<file path="src/rtl/wb_cmd_master_if.sv">
// wb_cmd_master_if: command, response and Wishbone initiator signals of wb_cmd_master.
interface wb_cmd_master_if;
   logic        cmd_valid_i;
   logic        cmd_ready_o;
   logic        cmd_we_i;
   logic [31:0] cmd_adr_i;
   logic [31:0] cmd_dat_i;
   logic [3:0]  cmd_sel_i;
   logic        rsp_valid_o;
   logic        rsp_ready_i;
   logic [31:0] rsp_dat_o;
   logic        rsp_err_o;
   logic        rsp_tmo_o;
   logic        wbm_cyc_o;
   logic        wbm_stb_o;
   logic        wbm_we_o;
   logic [3:0]  wbm_sel_o;
   logic [31:0] wbm_adr_o;
   logic [31:0] wbm_dat_o;
   logic [31:0] wbm_dat_i;
   logic        wbm_ack_i;
   logic        wbm_err_i;

   modport master (
      input  cmd_valid_i, cmd_we_i, cmd_adr_i, cmd_dat_i, cmd_sel_i, rsp_ready_i,
             wbm_dat_i, wbm_ack_i, wbm_err_i,
      output cmd_ready_o, rsp_valid_o, rsp_dat_o, rsp_err_o, rsp_tmo_o,
             wbm_cyc_o, wbm_stb_o, wbm_we_o, wbm_sel_o, wbm_adr_o, wbm_dat_o
   );

   modport slave (
      output cmd_valid_i, cmd_we_i, cmd_adr_i, cmd_dat_i, cmd_sel_i, rsp_ready_i,
             wbm_dat_i, wbm_ack_i, wbm_err_i,
      input  cmd_ready_o, rsp_valid_o, rsp_dat_o, rsp_err_o, rsp_tmo_o,
             wbm_cyc_o, wbm_stb_o, wbm_we_o, wbm_sel_o, wbm_adr_o, wbm_dat_o
   );
endinterface

</file>
<file path="src/rtl/wb_cmd_master.sv">
// wb_cmd_master: Wishbone classic single-transfer initiator; one command in flight, one response
// (ack, err or timeout) per bus cycle.
module wb_cmd_master #(
   parameter int TIMEOUT = 256
) (
   input  logic            wb_clk_i,
   input  logic            wb_rst_i,
   wb_cmd_master_if.master bus
);
   localparam logic [1:0] S_IDLE = 2'd0;
   localparam logic [1:0] S_BUS  = 2'd1;
   localparam logic [1:0] S_RESP = 2'd2;

   logic [1:0]  r_state;
   logic        r_we;
   logic [31:0] r_adr;
   logic [31:0] r_dat;
   logic [3:0]  r_sel;
   logic [15:0] r_cnt;
   logic [31:0] r_rsp_dat;
   logic        r_err;
   logic        r_tmo;
   logic        w_cyc;
   logic        w_accept;
   logic        w_last;

   assign w_cyc    = r_state == S_BUS;
   assign w_accept = bus.cmd_valid_i & bus.cmd_ready_o;
   assign w_last   = r_cnt == 16'(TIMEOUT - 1);

   assign bus.cmd_ready_o = (r_state == S_IDLE) & ~wb_rst_i;
   assign bus.rsp_valid_o = r_state == S_RESP;
   assign bus.rsp_dat_o   = r_rsp_dat;
   assign bus.rsp_err_o   = r_err;
   assign bus.rsp_tmo_o   = r_tmo;
   // Command fields are only presented on the bus while the cycle is open.
   assign bus.wbm_cyc_o   = w_cyc;
   assign bus.wbm_stb_o   = w_cyc;
   assign bus.wbm_we_o    = w_cyc & r_we;
   assign bus.wbm_sel_o   = w_cyc ? r_sel : 4'd0;
   assign bus.wbm_adr_o   = w_cyc ? r_adr : 32'd0;
   assign bus.wbm_dat_o   = w_cyc ? r_dat : 32'd0;

   always_ff @(posedge wb_clk_i) begin
      if (wb_rst_i) begin
         r_state   <= S_IDLE;
         r_we      <= 1'b0;
         r_adr     <= 32'd0;
         r_dat     <= 32'd0;
         r_sel     <= 4'd0;
         r_cnt     <= 16'd0;
         r_rsp_dat <= 32'd0;
         r_err     <= 1'b0;
         r_tmo     <= 1'b0;
      end else begin
         case (r_state)
            S_IDLE: if (w_accept) begin
               r_state <= S_BUS;
               r_we    <= bus.cmd_we_i;
               r_adr   <= bus.cmd_adr_i;
               r_dat   <= bus.cmd_dat_i;
               r_sel   <= bus.cmd_sel_i;
               r_cnt   <= 16'd0;
            end
            // err beats ack, and any termination beats the timeout terminal count.
            S_BUS: if (bus.wbm_err_i) begin
               r_state   <= S_RESP;
               r_err     <= 1'b1;
               r_rsp_dat <= 32'd0;
            end else if (bus.wbm_ack_i) begin
               r_state   <= S_RESP;
               r_rsp_dat <= r_we ? 32'd0 : bus.wbm_dat_i;
            end else if (w_last) begin
               r_state   <= S_RESP;
               r_tmo     <= 1'b1;
               r_rsp_dat <= 32'd0;
            end else begin
               r_cnt <= r_cnt + 16'd1;
            end
            S_RESP: if (bus.rsp_ready_i) begin
               r_state   <= S_IDLE;
               r_rsp_dat <= 32'd0;
               r_err     <= 1'b0;
               r_tmo     <= 1'b0;
            end
            default: r_state <= S_IDLE;
         endcase
      end
   end
endmodule

</file>
<file path="src/flat_wrapper.sv">
// flat-port wrapper written by rule: the top's interface ports become plain ports
module wb_cmd_master_flat 
#(
   parameter int TIMEOUT = 256
)
  (wb_clk_i, wb_rst_i, bus_cmd_valid_i, bus_cmd_we_i, bus_cmd_adr_i, bus_cmd_dat_i, bus_cmd_sel_i, bus_rsp_ready_i, bus_wbm_dat_i, bus_wbm_ack_i, bus_wbm_err_i, bus_cmd_ready_o, bus_rsp_valid_o, bus_rsp_dat_o, bus_rsp_err_o, bus_rsp_tmo_o, bus_wbm_cyc_o, bus_wbm_stb_o, bus_wbm_we_o, bus_wbm_sel_o, bus_wbm_adr_o, bus_wbm_dat_o);
  wb_cmd_master_if bus_i ();
  input  logic wb_clk_i;
  input  logic wb_rst_i;
  input wire logic [$bits(bus_i.cmd_valid_i)-1:0] bus_cmd_valid_i;
  input wire logic [$bits(bus_i.cmd_we_i)-1:0] bus_cmd_we_i;
  input wire logic [$bits(bus_i.cmd_adr_i)-1:0] bus_cmd_adr_i;
  input wire logic [$bits(bus_i.cmd_dat_i)-1:0] bus_cmd_dat_i;
  input wire logic [$bits(bus_i.cmd_sel_i)-1:0] bus_cmd_sel_i;
  input wire logic [$bits(bus_i.rsp_ready_i)-1:0] bus_rsp_ready_i;
  input wire logic [$bits(bus_i.wbm_dat_i)-1:0] bus_wbm_dat_i;
  input wire logic [$bits(bus_i.wbm_ack_i)-1:0] bus_wbm_ack_i;
  input wire logic [$bits(bus_i.wbm_err_i)-1:0] bus_wbm_err_i;
  output wire logic [$bits(bus_i.cmd_ready_o)-1:0] bus_cmd_ready_o;
  output wire logic [$bits(bus_i.rsp_valid_o)-1:0] bus_rsp_valid_o;
  output wire logic [$bits(bus_i.rsp_dat_o)-1:0] bus_rsp_dat_o;
  output wire logic [$bits(bus_i.rsp_err_o)-1:0] bus_rsp_err_o;
  output wire logic [$bits(bus_i.rsp_tmo_o)-1:0] bus_rsp_tmo_o;
  output wire logic [$bits(bus_i.wbm_cyc_o)-1:0] bus_wbm_cyc_o;
  output wire logic [$bits(bus_i.wbm_stb_o)-1:0] bus_wbm_stb_o;
  output wire logic [$bits(bus_i.wbm_we_o)-1:0] bus_wbm_we_o;
  output wire logic [$bits(bus_i.wbm_sel_o)-1:0] bus_wbm_sel_o;
  output wire logic [$bits(bus_i.wbm_adr_o)-1:0] bus_wbm_adr_o;
  output wire logic [$bits(bus_i.wbm_dat_o)-1:0] bus_wbm_dat_o;
  assign bus_i.cmd_valid_i = bus_cmd_valid_i;
  assign bus_i.cmd_we_i = bus_cmd_we_i;
  assign bus_i.cmd_adr_i = bus_cmd_adr_i;
  assign bus_i.cmd_dat_i = bus_cmd_dat_i;
  assign bus_i.cmd_sel_i = bus_cmd_sel_i;
  assign bus_i.rsp_ready_i = bus_rsp_ready_i;
  assign bus_i.wbm_dat_i = bus_wbm_dat_i;
  assign bus_i.wbm_ack_i = bus_wbm_ack_i;
  assign bus_i.wbm_err_i = bus_wbm_err_i;
  assign bus_cmd_ready_o = bus_i.cmd_ready_o;
  assign bus_rsp_valid_o = bus_i.rsp_valid_o;
  assign bus_rsp_dat_o = bus_i.rsp_dat_o;
  assign bus_rsp_err_o = bus_i.rsp_err_o;
  assign bus_rsp_tmo_o = bus_i.rsp_tmo_o;
  assign bus_wbm_cyc_o = bus_i.wbm_cyc_o;
  assign bus_wbm_stb_o = bus_i.wbm_stb_o;
  assign bus_wbm_we_o = bus_i.wbm_we_o;
  assign bus_wbm_sel_o = bus_i.wbm_sel_o;
  assign bus_wbm_adr_o = bus_i.wbm_adr_o;
  assign bus_wbm_dat_o = bus_i.wbm_dat_o;
  wb_cmd_master #(.TIMEOUT(TIMEOUT)) u_core (.wb_clk_i(wb_clk_i), .wb_rst_i(wb_rst_i), .bus(bus_i));
endmodule
</file>
<file path="config.mk">
export PLATFORM = sky130hd
export DESIGN_NAME = wb_cmd_master_flat
export DESIGN_NICKNAME = d
export VERILOG_FILES = /design/src/rtl/wb_cmd_master_if.sv /design/src/rtl/wb_cmd_master.sv /design/src/flat_wrapper.sv
export SDC_FILE = /design/constraint.sdc
export NUM_CORES = 1
export LEC_CHECK = 0
export ABC_AREA = 1
export BUFFER_PORTS_ARGS = -buffer_cell sky130_fd_sc_hd__clkbuf_2
export CORE_MARGIN = 1
export CORE_UTILIZATION = 49
export DETAILED_ROUTE_END_ITERATION = 8
export HOLD_SLACK_MARGIN = 0.03
export PLACE_DENSITY = 0.89
export SYNTH_ARGS = -nofsm -noshare
export SYNTH_HDL_FRONTEND = slang
export SYNTH_SLANG_ARGS = --single-unit
</file>
<file path="constraint.sdc">
create_clock -name wb_clk_i -period 2.2 [get_ports wb_clk_i]
set_clock_uncertainty 0.2 [all_clocks]
set_input_delay 0.22 -clock wb_clk_i [delete_from_list [all_inputs] [get_ports wb_clk_i]]
set_output_delay 0.22 -clock wb_clk_i [all_outputs]
set_load 0.05 [all_outputs]
</file>
==> flow_metrics.py <==
metrics = {
    "sta": {
        "whs_ps": 165,
        "slew_headroom_pct": 50.3,
        "hold_viol_final": 0,
        "worstMarginPinSlew_ps": 743,
        "setup_viol": 3,
        "clock.fmax_ghz": 0.451,
        "final_max_slew_viol_count": 0,
        "period_share_pct": 101,
        "rsz0062_at_grt": "true",
        "timing.final.ws_setup_ps": -17.1,
        "fin_setup_tns_ps": -46.2,
        "fin_crit_ps": 2220,
    },
    "synthesis": {
        "synthFlopType": "dfxtp_1",
        "synth_warnings": 0,
        "synth_nets": 922,
        "netlist_area_um2": 5580,
        "yosys-top-cells-area": "dfxtp_1 (43%), nand2_1 (14%), o31ai_1 (9.3%)",
        "yosys.area.top_type": "dfxtp_1",
        "synthTopCellsByCount": "nand2_1 (201), nor2_1 (135), dfxtp_1 (121)",
        "ys_types": 27,
        "yosysMostFrequentCell": "nand2_1",
        "synth_top_area_share_pct": 43.4,
        "synth_edf_count": 0,
        "syn_inst": 814,
        "yosysSeqAreaShare_pct": 43.4,
        "async_reset_ff_share_pct": 0,
        "ys_ff_latch": 121,
        "avgSynthCellArea_um2": 6.85,
    },
    "power": {
        "comb_power_share_pct": 42.1,
        "p_switching_mw": 4.47,
        "p_seq_share_pct": 28.3,
        "power.total_mw": 10.4,
        "p_int_mw": 5.97,
        "power_density_nw_per_um2": 1200,
        "clkPwrFrac_pct": 29.5,
        "leakagePower_nw": 3.91,
        "switching_share_pct": 42.8,
        "vdd_drop_max_uv": 930,
    },
    "place": {
        "hpwlAfterDp_um": 9880,
        "place_inst": 1127,
        "place_congestion": 0.898,
        "portBuffers": 213,
        "post-place-ws_ps": 128,
        "postPlaceCellArea_um2": 6770,
    },
    "global_routing": {
        "grt_start_max_net_pins": 62,
        "busiest_layer": "met2",
        "grt-ovfl-total": 0,
        "grt_use_met3_pct": 9.92,
        "grt_first_pass_wirelength_um": 30300,
        "grt_usage_pct": 33.3,
        "antenna_found_initial": 1,
        "grt_pass1_vias": 6349,
        "grtUsageMet2_pct": 56.7,
        "use_met1_pct": 35.9,
    },
    "die": {
        "core-area_um2": 11000,
        "start_util_pct": 50.8,
        "dieArea_um2": 11800,
        "die_w_um": 109,
        "ios": 214,
        "rows": 38,
        "die_h_um": 109,
    },
    "route": {
        "drtIter0Drc": 976,
        "drcViolationCount": 0,
        "routedWlPerCell_um": 17.5,
        "routed_via_density": 5.62,
        "vias": 7124,
        "wl_um": 22200,
        "antenna_left": 0,
        "dr.pass1.iters": 9,
    },
    "critical_path": {
        "cp.arrival_ps": 1800,
        "critPathRequiredTime_ps": 1780,
        "crit_path_start_kind": "register",
        "endpoint_kind": "output port",
        "crit_fanout": 34,
        "crit_type": "reg -> out",
    },
    "cts": {
        "cts_buffer_depth": 2,
        "clkLatencyLatePin_ps": 410,
        "path_clk_slew_ps": 60,
        "cts_sinks": 121,
        "post_cts_buffers": 0,
        "ctsRootBufferMaster": "clkbuf_16",
        "htree_levels": 4,
        "cts_tree": "yes",
        "cts_buffers": 17,
    },
    "cells_and_area": {
        "drive_gt1_share_pct": 25.8,
        "syn2layout_area_growth_pct": 56.2,
        "final_area_um2": 8710,
        "finalNonFillerCells": 1267,
        "final_util_pct": 79.3,
        "nets": 1221,
    },
    "flow_run": {
        "maxCapViolations": 0,
    },
    "status": {
        "violations": "negative setup slack",
        "outcome": "finished with violations",
    },
    "hold_path": {
        "hold_class": "in -> reg",
    },
}
area by class of cell:
| type | count | area (µm²) |
|---|---|---|
| Timing Repair Buffer | 337 | 2550 |
| Multi-Input combinational cell | 535 | 2530 |
| Sequential cell | 121 | 2420 |
| Fill cell | 615 | 2270 |
| Clock buffer | 20 | 467 |
| Inverter | 101 | 379 |
| Clock inverter | 12 | 185 |
| Tap cell | 140 | 175 |
| Antenna cell | 1 | 2.50 |
critical path, stage by stage, from the launching register on:
cell     delay [ps]
dfxtp_1         340
buf_4           150
inv_2            40
nor2_2          110
inv_2           110
buf_12          180
nor2_1          210
buf_4           240
placed cells by master, fill, tap and decap left out, types with 9 or more instances in the layout:
| master | count |
|---|---|
| nand3_1 | 53 |
| inv_1 | 94 |
| dfxtp_1 | 121 |
| clkbuf_4 | 28 |
| nand2_1 | 199 |
| clkbuf_2 | 144 |
| o31ai_1 | 69 |
| buf_6 | 9 |
| a21oi_1 | 47 |
| clkbuf_16 | 18 |
| nor2_1 | 130 |
| buf_2 | 9 |
| dlygate4sd3_1 | 105 |
| buf_4 | 34 |
per-layer routing:
layer  wire length, µm  share of wire [%]
met4              1440                6.5
met1              7770                 35
met5                 0                  0
met3              2370                 11
met2             10600                 48
final timing paths:
path	to	cells past startpoint	startpoint	slack, ps
setup reg to reg	u_core.bus.rsp_dat_o[14]	8	u_core.r_state[1]	120
hold reg to reg	u_core.bus.rsp_err_o	2	u_core.bus.rsp_err_o	260
hold / removal	u_core.r_adr[2]	3	wb_rst_i	170
setup / recovery	bus_wbm_dat_o[19]	7	u_core.r_state[0]	-20
sequential cells by signal (all words and copies together), names as in the netlist:
register              flops
u_core.bus.rsp_dat_o     32
u_core.bus.rsp_err_o      1
u_core.bus.rsp_tmo_o      1
u_core.r_adr             32
u_core.r_cnt             16
u_core.r_dat             32
u_core.r_sel              4
u_core.r_state            2
u_core.r_we               1
cell families (layout without fill, tap and decap cells):
| group | after synthesis | count (layout) | share of synthesized area [%] |
|---|---|---|---|
| buffers and inverters | 159 | 470 | 12.1 |
| AO/OA/AOI/OAI | 122 | 122 | 14.1 |
| adder cells (fa/ha/maj) | 1 | 1 | 0.224 |
| flip-flops | 121 | 121 | 43.4 |
| AND/OR/NAND/NOR | 410 | 411 | 30.0 |
| other | 0 | 1 | 0 |
| XOR/XNOR | 1 | 1 | 0.157 |
power by group through the flow:
stage | Combinational (mW) | Sequential [mW] | Clock (mW)
after floorplan | 2.17 | 3.79 | 0
after global placement | 3.86 | 2.92 | 0
after detailed placement | 3.91 | 2.94 | 0
after CTS | 4.09 | 2.91 | 3.08
after global routing | 4.68 | 3.00 | 3.21
final | 4.40 | 2.96 | 3.09
repair_timing:
action / 4_1_cts / 5_1_grt
gates cloned: 0 / 2
setup endpoints to repair: 5 / 100
hold buffers: 105 / 0
hold endpoints to repair: 104 / 0
pin swaps: 0 / 1
resized for setup: 5 / 164
No activity file was read; power rests on OpenSTA's default activity.
